**config.mk**
```make
export PLATFORM = sky130hd
export DESIGN_NAME = axppa_error_monitor
export DESIGN_NICKNAME = d
export VERILOG_FILES = /design/src/rtl/axppa_error_monitor.sv
export SDC_FILE = /design/constraint.sdc
export NUM_CORES = 1
export LEC_CHECK = 0
export BUFFER_PORTS_ARGS = -buffer_cell sky130_fd_sc_hd__buf_4
export CELL_PAD_IN_SITES_DETAIL_PLACEMENT = 0
export CELL_PAD_IN_SITES_GLOBAL_PLACEMENT = 2
export CORE_UTILIZATION = 30
export DETAILED_ROUTE_END_ITERATION = 16
export PLACE_DENSITY = 0.78
export SETUP_SLACK_MARGIN = 0.15
export SLEW_MARGIN = 20
export SYNTH_ARGS = -nofsm -noshare
export SYNTH_HDL_FRONTEND = slang
export SYNTH_SLANG_ARGS = --single-unit
```
**constraint.sdc**
```tcl
create_clock -name clk -period 3.2 [get_ports clk]
set_clock_uncertainty 0.2 [all_clocks]
set_input_delay 0.32 -clock clk [delete_from_list [all_inputs] [get_ports clk]]
set_output_delay 0.32 -clock clk [all_outputs]
set_load 0.03 [all_outputs]
```
**src/rtl/axppa_error_monitor.sv**
```systemverilog
// axppa_error_monitor: compares exact and approximate adder sums over a
// window of WINDOW samples. It accumulates the error count, the summed error
// distance and (optionally) the maximum error distance, then hands the
// results over through a valid/ack handshake.
// Optional feature macro: AXPPA_MON_MAX_ED_EN (defined = max_ed tracked,
// undefined = max_ed tied to 0).
module axppa_error_monitor #(
  parameter int unsigned WIDTH  = 16,
  parameter int unsigned WINDOW = 1024,
  parameter int unsigned CNT_W  = 32,
  parameter int unsigned SUM_W  = 40
) (
  input  logic               clk,
  input  logic               rst,
  input  logic               start,
  input  logic               in_valid,
  output logic               in_ready,
  input  logic [WIDTH:0]     exact_sum,
  input  logic [WIDTH:0]     approx_sum,
  output logic               res_valid,
  input  logic               res_ack,
  output logic [CNT_W-1:0]   err_count,
  output logic [SUM_W-1:0]   ed_sum,
  output logic [WIDTH:0]     max_ed,
  output logic               busy
);

  localparam int unsigned SW    = WIDTH + 1;
  localparam int unsigned DW    = WIDTH + 2;
  localparam int unsigned WIN_W = $clog2(WINDOW + 1);
  // Sample counter must be able to reach WINDOW even when CNT_W is small.
  localparam int unsigned SMP_W = (WIN_W > CNT_W) ? WIN_W : CNT_W;
  localparam logic [SMP_W-1:0] WIN_LAST = SMP_W'(WINDOW);

  typedef enum logic [1:0] {
    ST_IDLE  = 2'd0,
    ST_RUN   = 2'd1,
    ST_DRAIN = 2'd2,
    ST_DONE  = 2'd3
  } state_e;

  state_e             state_q, state_d;
  logic [SMP_W-1:0]   smp_cnt_q, smp_cnt_d;
  logic               drain_q, drain_d;
  logic               in_ready_q, in_ready_d;
  logic               res_valid_q, res_valid_d;
  logic               busy_q, busy_d;
  logic               clr;
  logic               xfer;

  logic               s1_valid_q, s1_valid_d;
  logic               s1_ne_q, s1_ne_d;
  logic [SW-1:0]      s1_ed_q, s1_ed_d;
  logic signed [DW-1:0] diff;

  logic [CNT_W-1:0]   err_count_q, err_count_d;
  logic [SUM_W-1:0]   ed_sum_q, ed_sum_d;
  logic [SUM_W:0]     sum_ext;

  assign xfer = in_valid & in_ready_q;

  // Window control: next state, sample counter and registered handshake flags.
  always_comb begin
    state_d   = state_q;
    smp_cnt_d = smp_cnt_q;
    drain_d   = drain_q;
    clr       = 1'b0;
    case (state_q)
      ST_IDLE: begin
        if (start) begin
          state_d   = ST_RUN;
          smp_cnt_d = '0;
          clr       = 1'b1;
        end
      end
      ST_RUN: begin
        if (xfer) begin
          smp_cnt_d = smp_cnt_q + SMP_W'(1);
          if (smp_cnt_q + SMP_W'(1) == WIN_LAST) begin
            state_d = ST_DRAIN;
            drain_d = 1'b0;
          end
        end
      end
      ST_DRAIN: begin
        if (drain_q) begin
          state_d = ST_DONE;
        end else begin
          drain_d = 1'b1;
        end
      end
      ST_DONE: begin
        if (res_ack) begin
          state_d = ST_IDLE;
        end
      end
      default: state_d = ST_IDLE;
    endcase
    in_ready_d  = (state_d == ST_RUN);
    res_valid_d = (state_d == ST_DONE);
    busy_d      = (state_d != ST_IDLE);
  end

  // Stage 1: error distance and mismatch flag of the accepted pair.
  always_comb begin
    diff       = $signed({1'b0, exact_sum}) - $signed({1'b0, approx_sum});
    s1_valid_d = xfer;
    s1_ne_d    = (exact_sum != approx_sum);
    s1_ed_d    = diff[DW-1] ? SW'(-diff) : SW'(diff);
  end

  // Stage 2: saturating accumulation of count and summed distance.
  always_comb begin
    err_count_d = err_count_q;
    ed_sum_d    = ed_sum_q;
    sum_ext     = {1'b0, ed_sum_q} + (SUM_W + 1)'(s1_ed_q);
    if (clr) begin
      err_count_d = '0;
      ed_sum_d    = '0;
    end else if (s1_valid_q) begin
      if (s1_ne_q && (err_count_q != {CNT_W{1'b1}})) begin
        err_count_d = err_count_q + CNT_W'(1);
      end
      ed_sum_d = sum_ext[SUM_W] ? {SUM_W{1'b1}} : sum_ext[SUM_W-1:0];
    end
  end

  // State, pipeline and accumulator registers with synchronous reset.
  always_ff @(posedge clk) begin
    if (rst) begin
      state_q     <= ST_IDLE;
      smp_cnt_q   <= '0;
      drain_q     <= 1'b0;
      in_ready_q  <= 1'b0;
      res_valid_q <= 1'b0;
      busy_q      <= 1'b0;
      s1_valid_q  <= 1'b0;
      s1_ne_q     <= 1'b0;
      s1_ed_q     <= '0;
      err_count_q <= '0;
      ed_sum_q    <= '0;
    end else begin
      state_q     <= state_d;
      smp_cnt_q   <= smp_cnt_d;
      drain_q     <= drain_d;
      in_ready_q  <= in_ready_d;
      res_valid_q <= res_valid_d;
      busy_q      <= busy_d;
      s1_valid_q  <= s1_valid_d;
      s1_ne_q     <= s1_ne_d;
      s1_ed_q     <= s1_ed_d;
      err_count_q <= err_count_d;
      ed_sum_q    <= ed_sum_d;
    end
  end

`ifdef AXPPA_MON_MAX_ED_EN
  logic [SW-1:0] max_ed_q, max_ed_d;

  // Running maximum of the error distance.
  always_comb begin
    max_ed_d = max_ed_q;
    if (clr) begin
      max_ed_d = '0;
    end else if (s1_valid_q && (s1_ed_q > max_ed_q)) begin
      max_ed_d = s1_ed_q;
    end
  end

  // Maximum register.
  always_ff @(posedge clk) begin
    if (rst) begin
      max_ed_q <= '0;
    end else begin
      max_ed_q <= max_ed_d;
    end
  end

  assign max_ed = max_ed_q;
`else
  assign max_ed = '0;
`endif

  assign in_ready  = in_ready_q;
  assign res_valid = res_valid_q;
  assign busy      = busy_q;
  assign err_count = err_count_q;
  assign ed_sum    = ed_sum_q;

endmodule
```
==> summary.txt, run 1 <==
Status -> finished clean
Reg2reg end -> ed_sum[21]
Synth Instances -> 1037
Layout cell share with drive strength beyond 1 -> 0.2244
Min Tclk post-route -> 2.890 ns
Nets -> 1264
CTS root buf -> clkbuf_16
Wirelength per Cell -> 14.81 um
Final setup fails -> 0
CP max stage cell -> or3_1
Core footprint -> 0.02703 mm^2
Drt drc -> 0
Worst slew pin tran -> 0.7418 ns
Post-synth top flop -> dfxtp_1
DP HPWL -> 16.69 mm
Required @ worst endpoint -> 3.34 ns
DR top layer -> met4
Cell Chain, Critical Path -> ha_1 > fa_1 > a21oi_1 > o21ai_1 > a21oi_1 > o211a_1 > or2_2 > or3_1 > and3_1 > a211oi_1
Vias/cell -> 5.145
RR Startpoint -> ed_sum[0]
Type of origin of the critical path -> register
Gate power share -> 0.175
Wl on met1 -> 11.70 mm
Hold Fails Final Rpt -> 0
Crit-path leading delay family -> simple AND/OR/NAND/NOR gates
Reg area -> 0.002584 mm^2
WP depth -> 10
Placed Cells incl. Taps -> 1507
Post-route ant nets -> 0
R2R cell count -> 10
Vias -> 7923
Slowest stage delay, CP -> 0.40 ns
Row count -> 60
N_diodes -> 0
Period utilisation layout -> 0.9030
Synthesized area -> 0.008278 mm^2
Clk_lat worst skew -> 0.42 ns
Yosys warnings -> 0
Crit-path max FO -> 3
# clock sinks -> 129
1st-iter DRT viols -> 472
Peak VDD IR -> 339.9 uV
First-pass iteration count of the detailed router -> 5
Final hold slack -> 0.07217 ns
Fmax -> 346.1 MHz
Total wire length -> 22.81 mm
Reg-to-reg setup timing slack -> 0.31 ns
Fill cell count -> 2870
GRT overflow -> 0
Total of max-cap violations -> 0
Port bufs -> 113
Vias in the first global route -> 7407
Cell repeated most along the worst path -> a21oi_1
Multi-input gate area -> 0.005343 mm^2
Io pins -> 131
Number of synthesized flops with an enable pin -> 0
TritonCTS buffer count -> 17
Sw Pwr -> 0.001274 W
Routed wl met2 -> 10.03 mm
Worst-path clk slew -> 0.06 ns
Largest net degree at the start of global routing -> 56
Async SR Flop Fraction -> 0
Hold path depth -> 3
Setup TNS -> 0 ns
Die Area -> 0.02826 mm^2
Die W -> 168.1 um
CTS tree -> built
Crit path capture type -> register
Reg power frac -> 0.376
Slew HR -> 0.5049
H-tree depth -> 4
First-pass GRT wire length -> 37.91 mm
Clock power frac -> 0.450
Initial Utilization -> 0.3063
Cell Pwr Density -> 430.1 mW/mm^2
Classification of the worst setup path -> reg -> reg
Buffer depth of the longest clock path -> 2
Avg Cell Area, Syn -> 7.983 um^2
Sequential area share after synthesis -> 0.3120
RSZ-0062 raised after global routing -> false
Internal -> 0.003224 W
Gr usage total -> 0.1633
Synth Register Bits -> 129
Bufs and invs on worst path -> 0
Worst hold start -> approx_sum[0]
Synth cell types -> 84
Routed met3 length -> 827 um
Layout area overhead -> 26.33%
Switch share -> 0.2832
Non-Filler Instances -> 1540
Worst Hold End -> s1_ed_q[0]
GPL Wtd Cong -> 0.8001
Slew Limit Fails -> 0
Die Y -> 168.1 um
WP data arrival -> 3.03 ns
Antenna violations before repair -> 0
HP Class -> in -> reg
Leakage -> 4.097 nW
## worst max path at each step
stage,endpoint,from,slack (ns)
5_1_grt,ed_sum[14],ed_sum[0],0.15
2_1_floorplan,s1_ed_q[15],approx_sum[1],0.14
6_report,ed_sum[21],ed_sum[0],0.31
3_5_place_dp,s1_ed_q[8],exact_sum[4],-0.06
3_3_place_gp,s1_ed_q[8],exact_sum[4],-0.06
4_1_cts,state_q[0],smp_cnt_q[0],0.19
## logic make-up after synthesis
family	Yosys count	share of synthesized area
AO/OA/AOI/OAI	286	0.2329
XOR/XNOR	76	0.08041
adder cells (fa/ha/maj)	39	0.06076
buffers and inverters	105	0.05970
flip-flops	129	0.3120
multiplexers	6	0.007406
other	1	0.0004530
AND/OR/NAND/NOR	395	0.2464
## per-stage QoR
stage / utilization / setup slack, ns / area (um^2) / total power (W)
finish: 0.3869 / 0.3103 / 10460 / 0.004497
global route: 0.3869 / 0.1545 / 10460 / 0.004718
CTS: 0.3851 / 0.1923 / 10410 / 0.004545
detailed placement: 0.3620 / -0.05693 / 9784 / 0.002502
global placement: 0.3619 / -0.05972 / 9782 / 0.002503
floorplan: - / 0.1400 / 8361 / 0.002265
## metal layers
| metal | GRT usage | up-vias |
|---|---|---|
| li1 | - | 4076 |
| met1 | 0.2296 | 3650 |
| met2 | 0.2553 | 180 |
| met3 | 0.02938 | 17 |
| met4 | 0.04348 | 0 |
| met5 | 0 | - |
## cell usage after synthesis (10+ instances only)
| cell type | instances | share of area |
|---|---|---|
| clkbuf_1 | 39 | 0.018 |
| inv_1 | 40 | 0.018 |
| and3_1 | 12 | 0.0091 |
| a31oi_1 | 21 | 0.016 |
| dfxtp_1 | 129 | 0.31 |
| a21oi_1 | 91 | 0.055 |
| nor4_1 | 15 | 0.011 |
| ha_1 | 37 | 0.056 |
| and2_1 | 11 | 0.0083 |
| nor2_1 | 111 | 0.050 |
| a41oi_1 | 10 | 0.011 |
| nor3_1 | 33 | 0.020 |
| xnor2_1 | 33 | 0.035 |
| o21ai_0 | 58 | 0.035 |
| or3_1 | 14 | 0.011 |
| xor2_1 | 43 | 0.045 |
| a311oi_1 | 14 | 0.015 |
| nand3_1 | 45 | 0.027 |
| and4_1 | 11 | 0.012 |
| buf_4 | 18 | 0.016 |
| nand4_1 | 22 | 0.017 |
| a21o_1 | 13 | 0.012 |
| nand2_1 | 70 | 0.032 |
| or2_2 | 11 | 0.0083 |
## power groups by stage
stage	clock network [W]	logic, W	registers, W
6_report	0.00202	0.000786	0.00169
3_5_place_dp	0	0.000777	0.00172
3_3_place_gp	0	0.000777	0.00173
2_1_floorplan	0	0.000540	0.00173
4_1_cts	0.00207	0.000785	0.00169
5_1_grt	0.00215	0.000878	0.00169
## state kept, by name, indices dropped and copies added, names as in the netlist
signal and count:
busy 1, in_ready 1, res_valid 1, err_count 32, s1_valid_q 1, state_q 2, s1_ed_q 17, ed_sum 40
smp_cnt_q 32, s1_ne_q 1, drain_q 1
## worst register-to-register path, cell delays in order, from the launching register on
cell	delay, ns
dfxtp_1	0.36
ha_1	0.22
fa_1	0.23
a21oi_1	0.11
o21ai_1	0.19
a21oi_1	0.12
o211a_1	0.27
or2_2	0.33
or3_1	0.40
and3_1	0.18
a211oi_1	0.21
## layout make-up
cell class                 instances  share of cell area
tap                              341             0.04080
multi-input combinational        819              0.5109
inverter                          40             0.01436
clock inverter                    15             0.01747
clock buffer                      17             0.04068
timing repair buffer             179              0.1287
sequential                       129              0.2471
## repair_timing
item,4_1_cts,5_1_grt
endpoints found under the setup margin,5,23
gates resized for setup,2,10
buffers inserted,0,0
hold endpoints to repair,3,0
pin swaps,0,1
hold buffers,1,0
## cells in the final DEF, fill, tap and decap left out, drive strengths merged, types with 5 or more instances in the layout
master | Yosys | final
and4 | 12 | 12
a21o | 13 | 13
dfxtp | 129 | 129
o211ai | 9 | 9
or2 | 11 | 11
xor2 | 43 | 43
nand3 | 46 | 46
buf | 25 | 178
nor2 | 112 | 112
a41oi | 10 | 10
a2111oi | 5 | 5
nor2b | 8 | 8
ha | 37 | 37
conb | 1 | 17
or4 | 6 | 6
a211oi | 10 | 10
clkinv | 0 | 5
inv | 40 | 43
nor3 | 34 | 34
or3 | 15 | 15
mux2i | 5 | 5
a211o | 6 | 6
and2 | 12 | 12
a311oi | 15 | 15
nand2 | 70 | 70
a31oi | 21 | 21
xnor2 | 33 | 33
nor4 | 17 | 17
clkbuf | 39 | 17
o21a | 8 | 8
and3 | 13 | 13
nand4 | 24 | 24
o21ai | 59 | 59
a21oi | 92 | 92
o31ai | 5 | 5
Note: power is estimated with default switching activity, not from simulation.
==> inputs of run 2 (changes only) <==
--- a/config.mk
+++ b/config.mk
@@ -5,12 +5,13 @@
 export SDC_FILE = /design/constraint.sdc
 export NUM_CORES = 1
 export LEC_CHECK = 0
+export ABC_AREA = 1
 export BUFFER_PORTS_ARGS = -buffer_cell sky130_fd_sc_hd__buf_4
 export CELL_PAD_IN_SITES_DETAIL_PLACEMENT = 0
 export CELL_PAD_IN_SITES_GLOBAL_PLACEMENT = 2
-export CORE_UTILIZATION = 30
+export CORE_UTILIZATION = 28
 export DETAILED_ROUTE_END_ITERATION = 16
-export PLACE_DENSITY = 0.78
+export PLACE_DENSITY = 0.79
 export SETUP_SLACK_MARGIN = 0.15
 export SLEW_MARGIN = 20
 export SYNTH_ARGS = -nofsm -noshare
==> summary.txt, run 2 <==
Status -> finished clean
Slew Limit Fails -> 0
Period utilisation layout -> 0.8456
TritonCTS buffer count -> 17
Core footprint -> 0.03156 mm^2
Drt drc -> 0
Die W -> 181.3 um
Final setup margin -> 0.4940 ns
Synth top area cells -> dfxtp_1 29%, nand2_1 17%, inv_1 7.1%, nor2_1 6.4%, a21oi_1 5.8%
Slowest stage delay, CP -> 0.36 ns
Classification of the worst setup path -> reg -> reg
Fmax -> 369.5 MHz
Largest net degree at the start of global routing -> 56
HP Class -> in -> reg
CTS root buf -> clkbuf_16
Cell Pwr Density -> 405.8 mW/mm^2
Leakage -> 4.728 nW
DP HPWL -> 21.23 mm
Final setup fails -> 0
Hold Fails Final Rpt -> 0
Vias in the first global route -> 8640
Crit path capture type -> register
Nets -> 1625
Cts repair resizes -> 0
Required @ worst endpoint -> 3.38 ns
Max reg flops -> 40
Commonest cells in the netlist -> 412 x nand2_1, 171 x inv_1, 153 x nor2_1
Final hold slack -> 0.02381 ns
GRT overflow -> 0
Avg Cell Area, Syn -> 6.267 um^2
Row count -> 65
Final Util -> 0.3439
RSZ-0062 raised after global routing -> false
Synthesized area -> 0.009000 mm^2
CTS tree -> built
Dpl ws -> 0.3771 ns
1st-iter DRT viols -> 502
Commonest non-fill, non-tap cell in the layout -> nand2_1
First-pass iteration count of the detailed router -> 5
Antenna violations before repair -> 0
Sequential area share after synthesis -> 0.2869
Io pins -> 131
# clock sinks -> 129
Most frequent cells in the layout -> 412 x nand2_1, 171 x inv_1, 151 x nor2_1
Clk_lat worst skew -> 0.44 ns
Post-route ant nets -> 0
Synth cell types -> 53
Initial Utilization -> 0.2852
Gr usage total -> 0.1708
Port bufs -> 113
Wirelength per Cell -> 13.90 um
Synth Instances -> 1436
Setup TNS -> 0 ns
Vias/cell -> 4.601
Layout cell share with drive strength beyond 1 -> 0.1302
Total wire length -> 27.25 mm
Vias -> 9022
Yosys top cell area share -> 0.2869
WP data arrival -> 2.88 ns
Number of synthesized flops with an enable pin -> 0
Layout area overhead -> 20.58%
Type of origin of the critical path -> register
Cell Chain, Critical Path -> ha_1 > nand2_1 > nor2_1 > inv_1 > o21bai_1 > a21oi_1 > o21ai_1 > and2_1 > nand2_2 > inv_2 > nand2_2 > nand3_1 > nand2_1 > inv_1
Worst slew pin tran -> 0.8950 ns
Slew HR -> 0.4027
Buffer depth of the longest clock path -> 2
CP max stage cell -> and2_1
First-pass GRT wire length -> 44.68 mm
Worst-path clk slew -> 0.06 ns
Most frequent cell after synthesis -> nand2_1
Total of max-cap violations -> 0
GPL Wtd Cong -> 0.8052
Peak VDD IR -> 382.4 uV
Crit-path max FO -> 13
Yosys warnings -> 0
Die Y -> 181.3 um
Synth Register Bits -> 129
Area leader, netlist -> dfxtp_1
N_diodes -> 0
Number of setup buffers added after CTS -> 0
Post-synth top flop -> dfxtp_1
Min Tclk post-route -> 2.706 ns
Die Area -> 0.03286 mm^2
Async SR Flop Fraction -> 0
H-tree depth -> 4
## run 2: worst max-delay path, delay by kind of cell, from the launching register on
kind            cells  cell delay (ns)
simple gates        7             1.15
flops               1             0.32
fa+ha+maj           1             0.35
buf+inv             3             0.22
compound gates      3             0.40
## run 2: report_power, final
group          leakage, nW  internal (W)  switching [W]
Clock                0.300       0.00127       0.000807
Sequential            1.05       0.00165      0.0000277
Combinational         3.38      0.000224       0.000426
## run 2: final timing paths
path / from / end / slack (ns) / cells past startpoint
min reg2reg: drain_q / drain_q / 0.27 / 2
max: ed_sum[11] / ed_sum[32] / 0.49 / 14
max reg2reg: ed_sum[11] / ed_sum[32] / 0.49 / 14
min: start / busy / 0.02 / 5
## run 2: layout make-up
cell class,instances,area [um^2]
flip-flops and latches,129,2582
multi-input cells,1095,5552
well taps,402,503.0
fillers,3570,20700
inverters,181,679.4
repair buffers,123,925.9
clock inverters,12,156.4
clock buffers,19,452.9
## run 2: through the flow
stage | power (W) | instance area (um^2) | cells
after CTS | 0.004482 | 10850 | 1961
after detailed placement | 0.002370 | 10230 | 1929
after global placement | 0.002370 | 10230 | 1929
after global routing | 0.004631 | 10850 | 1961
after floorplan | 0.002201 | 9060 | 1452
final | 0.004403 | 10850 | 1961
## run 2: per-layer routing
layer | part of all wire | vias to the layer above | track usage | wire (um)
li1 | - | 4858 | - | -
met1 | 0.51 | 3975 | 0.2315 | 13950
met2 | 0.44 | 170 | 0.2732 | 11970
met3 | 0.039 | 19 | 0.03628 | 1066
met4 | 0.0094 | 0 | 0.04373 | 257
met5 | 0 | - | 0 | 0
## run 2: logic make-up after synthesis
group	after synthesis	share of synthesized area
flops	129	0.2869
compound gates	215	0.1297
other cells	1	0.0004167
buf+inv	228	0.1040
xor+xnor	44	0.04365
fa+ha+maj	39	0.05589
simple gates	780	0.3794
## run 2: repair_timing
action	CTS	global route
hold buffers	1	0
setup endpoints to repair	0	0
endpoints found under the hold margin	1	0
==> inputs of run 3 (changes only) <==
--- a/config.mk
+++ b/config.mk
@@ -9,9 +9,9 @@
 export BUFFER_PORTS_ARGS = -buffer_cell sky130_fd_sc_hd__buf_4
 export CELL_PAD_IN_SITES_DETAIL_PLACEMENT = 0
 export CELL_PAD_IN_SITES_GLOBAL_PLACEMENT = 2
-export CORE_UTILIZATION = 28
+export CORE_UTILIZATION = 31
 export DETAILED_ROUTE_END_ITERATION = 16
-export PLACE_DENSITY = 0.79
+export PLACE_DENSITY = 0.83
 export SETUP_SLACK_MARGIN = 0.15
 export SLEW_MARGIN = 20
 export SYNTH_ARGS = -nofsm -noshare
==> constraint.sdc (replaced) <==
create_clock -name clk -period 2.65 [get_ports clk]
set_clock_uncertainty 0.2 [all_clocks]
set_input_delay 0.265 -clock clk [delete_from_list [all_inputs] [get_ports clk]]
set_output_delay 0.265 -clock clk [all_outputs]
set_load 0.03 [all_outputs]
==> summary.txt, run 3 (synthesized netlist as in run 2, its figures left out) <==
Status -> finished clean
Met1 Track Usage GR -> 0.2422
DP HPWL -> 21.73 mm
Die W -> 172.4 um
Reg power frac -> 0.374
1st-iter DRT viols -> 586
# clock sinks -> 129
Crit-path max FO -> 3
Antenna violations before repair -> 0
Buffer depth of the longest clock path -> 2
Layout area overhead -> 31.00%
Clock power frac -> 0.460
H-tree depth -> 4
TritonCTS buffer count -> 17
N_diodes -> 0
Worst-path clk slew -> 0.06 ns
Die Y -> 172.4 um
Period utilisation layout -> 0.9065
Gr usage total -> 0.1914
GRT met2 Usage -> 0.3296
Port bufs -> 113
RSZ-0062 raised after global routing -> true
Gate power share -> 0.166
Met3 GRT Util -> 0.03342
Worst slew pin tran -> 0.6701 ns
HP Class -> in -> reg
Leakage -> 5.124 nW
Total wire length -> 27.93 mm
Commonest non-fill, non-tap cell in the layout -> nand2_1
Vias -> 9564
Wirelength per Cell -> 13.93 um
Min Tclk post-route -> 2.402 ns
First-pass GRT wire length -> 44.79 mm
Required @ worst endpoint -> 2.75 ns
Die Area -> 0.02972 mm^2
Total of max-cap violations -> 0
Final hold slack -> 0.05127 ns
Vias/cell -> 4.770
Hold Fails Final Rpt -> 0
DP Area -> 0.01057 mm^2
Largest net degree at the start of global routing -> 39
Layout cell share with drive strength beyond 1 -> 0.2239
Placed Cells incl. Taps -> 1958
Clk_lat worst skew -> 0.43 ns
GPL Wtd Cong -> 0.9433
Reg-to-reg setup timing slack -> 0.25 ns
Gr busiest metal -> met2
Classification of the worst setup path -> reg -> reg
Crit path capture type -> register
Core footprint -> 0.02863 mm^2
CTS root buf -> clkbuf_16
Peak VDD IR -> 416.5 uV
Nets -> 1686
Drt drc -> 0
Max reg flops -> 40
GRT overflow -> 0
Final setup fails -> 0
Post-route ant nets -> 0
WP data arrival -> 2.51 ns
Slew Limit Fails -> 0
Initial Utilization -> 0.3144
CTS tree -> built
Non-Filler Instances -> 2005
Fill cell count -> 3112
Most frequent cells in the layout -> 397 x nand2_1, 179 x buf_4, 171 x inv_1
Row count -> 62
Slew HR -> 0.5498
Cell Pwr Density -> 463.1 mW/mm^2
Internal -> 0.003855 W
Fmax -> 416.3 MHz
Vias in the first global route -> 8918
First-pass iteration count of the detailed router -> 5
Setup TNS -> 0 ns
Fin area -> 0.01179 mm^2
Switch share -> 0.2939
Type of origin of the critical path -> register
Sw Pwr -> 0.001605 W
Io pins -> 131
run 3: cell count changes in the layout (fill, tap and decap cells not counted), sizes merged:
cell	change
buf	+58
clkinv	-3
dlygate4sd3	+3
inv	+3
clkinvlp	+2
clkbuf	-1
run 3: power by group through the flow:
stage                     Clock [W]  Combinational [W]  Sequential [W]
final                       0.00251           0.000907         0.00204
after global routing        0.00264            0.00102         0.00205
after floorplan                   0           0.000582         0.00208
after detailed placement          0           0.000854         0.00207
after CTS                   0.00257           0.000865         0.00203
after global placement            0           0.000853         0.00207
run 3: area by class of cell:
cell class,instances,area [um^2],share of cell area
Clock inverter,14,181.4,0.01539
Timing Repair Buffer,184,1395,0.1183
Clock buffer,18,429.2,0.03640
Inverter,181,679.4,0.05762
Tap cell,384,480.5,0.04075
Sequential cell,129,2628,0.2229
Multi-Input combinational cell,1095,5997,0.5086
run 3: worst max-delay path, stage by stage, from the launching register on:
cell and delay [ns]:
dfxtp_1 0.31, ha_1 0.24, fa_1 0.44, a31oi_4 0.22, buf_4 0.17, o21ai_1 0.09
nand2_1 0.08, nand2_1 0.09, nand3_1 0.11, nand2_1 0.09, xnor2_1 0.15, a31oi_1 0.09
run 3: final timing paths:
kind                  start         end  depth (start not counted)
setup reg to reg  ed_sum[0]  ed_sum[14]                         11
hold / removal      res_ack    in_ready                          5
hold reg to reg     drain_q     drain_q                          2
setup / recovery  ed_sum[0]  ed_sum[14]                         11
run 3: per-layer routing:
layer / wire, um / up-vias / share of wire
met1: 13100 / 4355 / 0.47
met4: 448 / 0 / 0.016
met2: 13200 / 194 / 0.47
met5: 0 / - / 0
li1: - / 4987 / -
met3: 1183 / 28 / 0.042
run 3: metrics by stage:
step	util	total power (W)	setup WS [ns]
floorplan	-	0.002659	0.1510
global placement	0.3692	0.002926	-0.06915
detailed placement	0.3692	0.002927	-0.07548
CTS	0.3936	0.005462	0.1422
global route	0.4119	0.005714	0.1065
finish	0.4119	0.005460	0.2479
run 3: what timing repair did:
action                                  in CTS  in global routing
endpoints found under the setup margin      25                 51
buffers inserted                             1                 10
hold buffers                                 4                  0
hold endpoints to repair                     4                  0
pin swaps                                    2                 21
gates resized for setup                     10                121
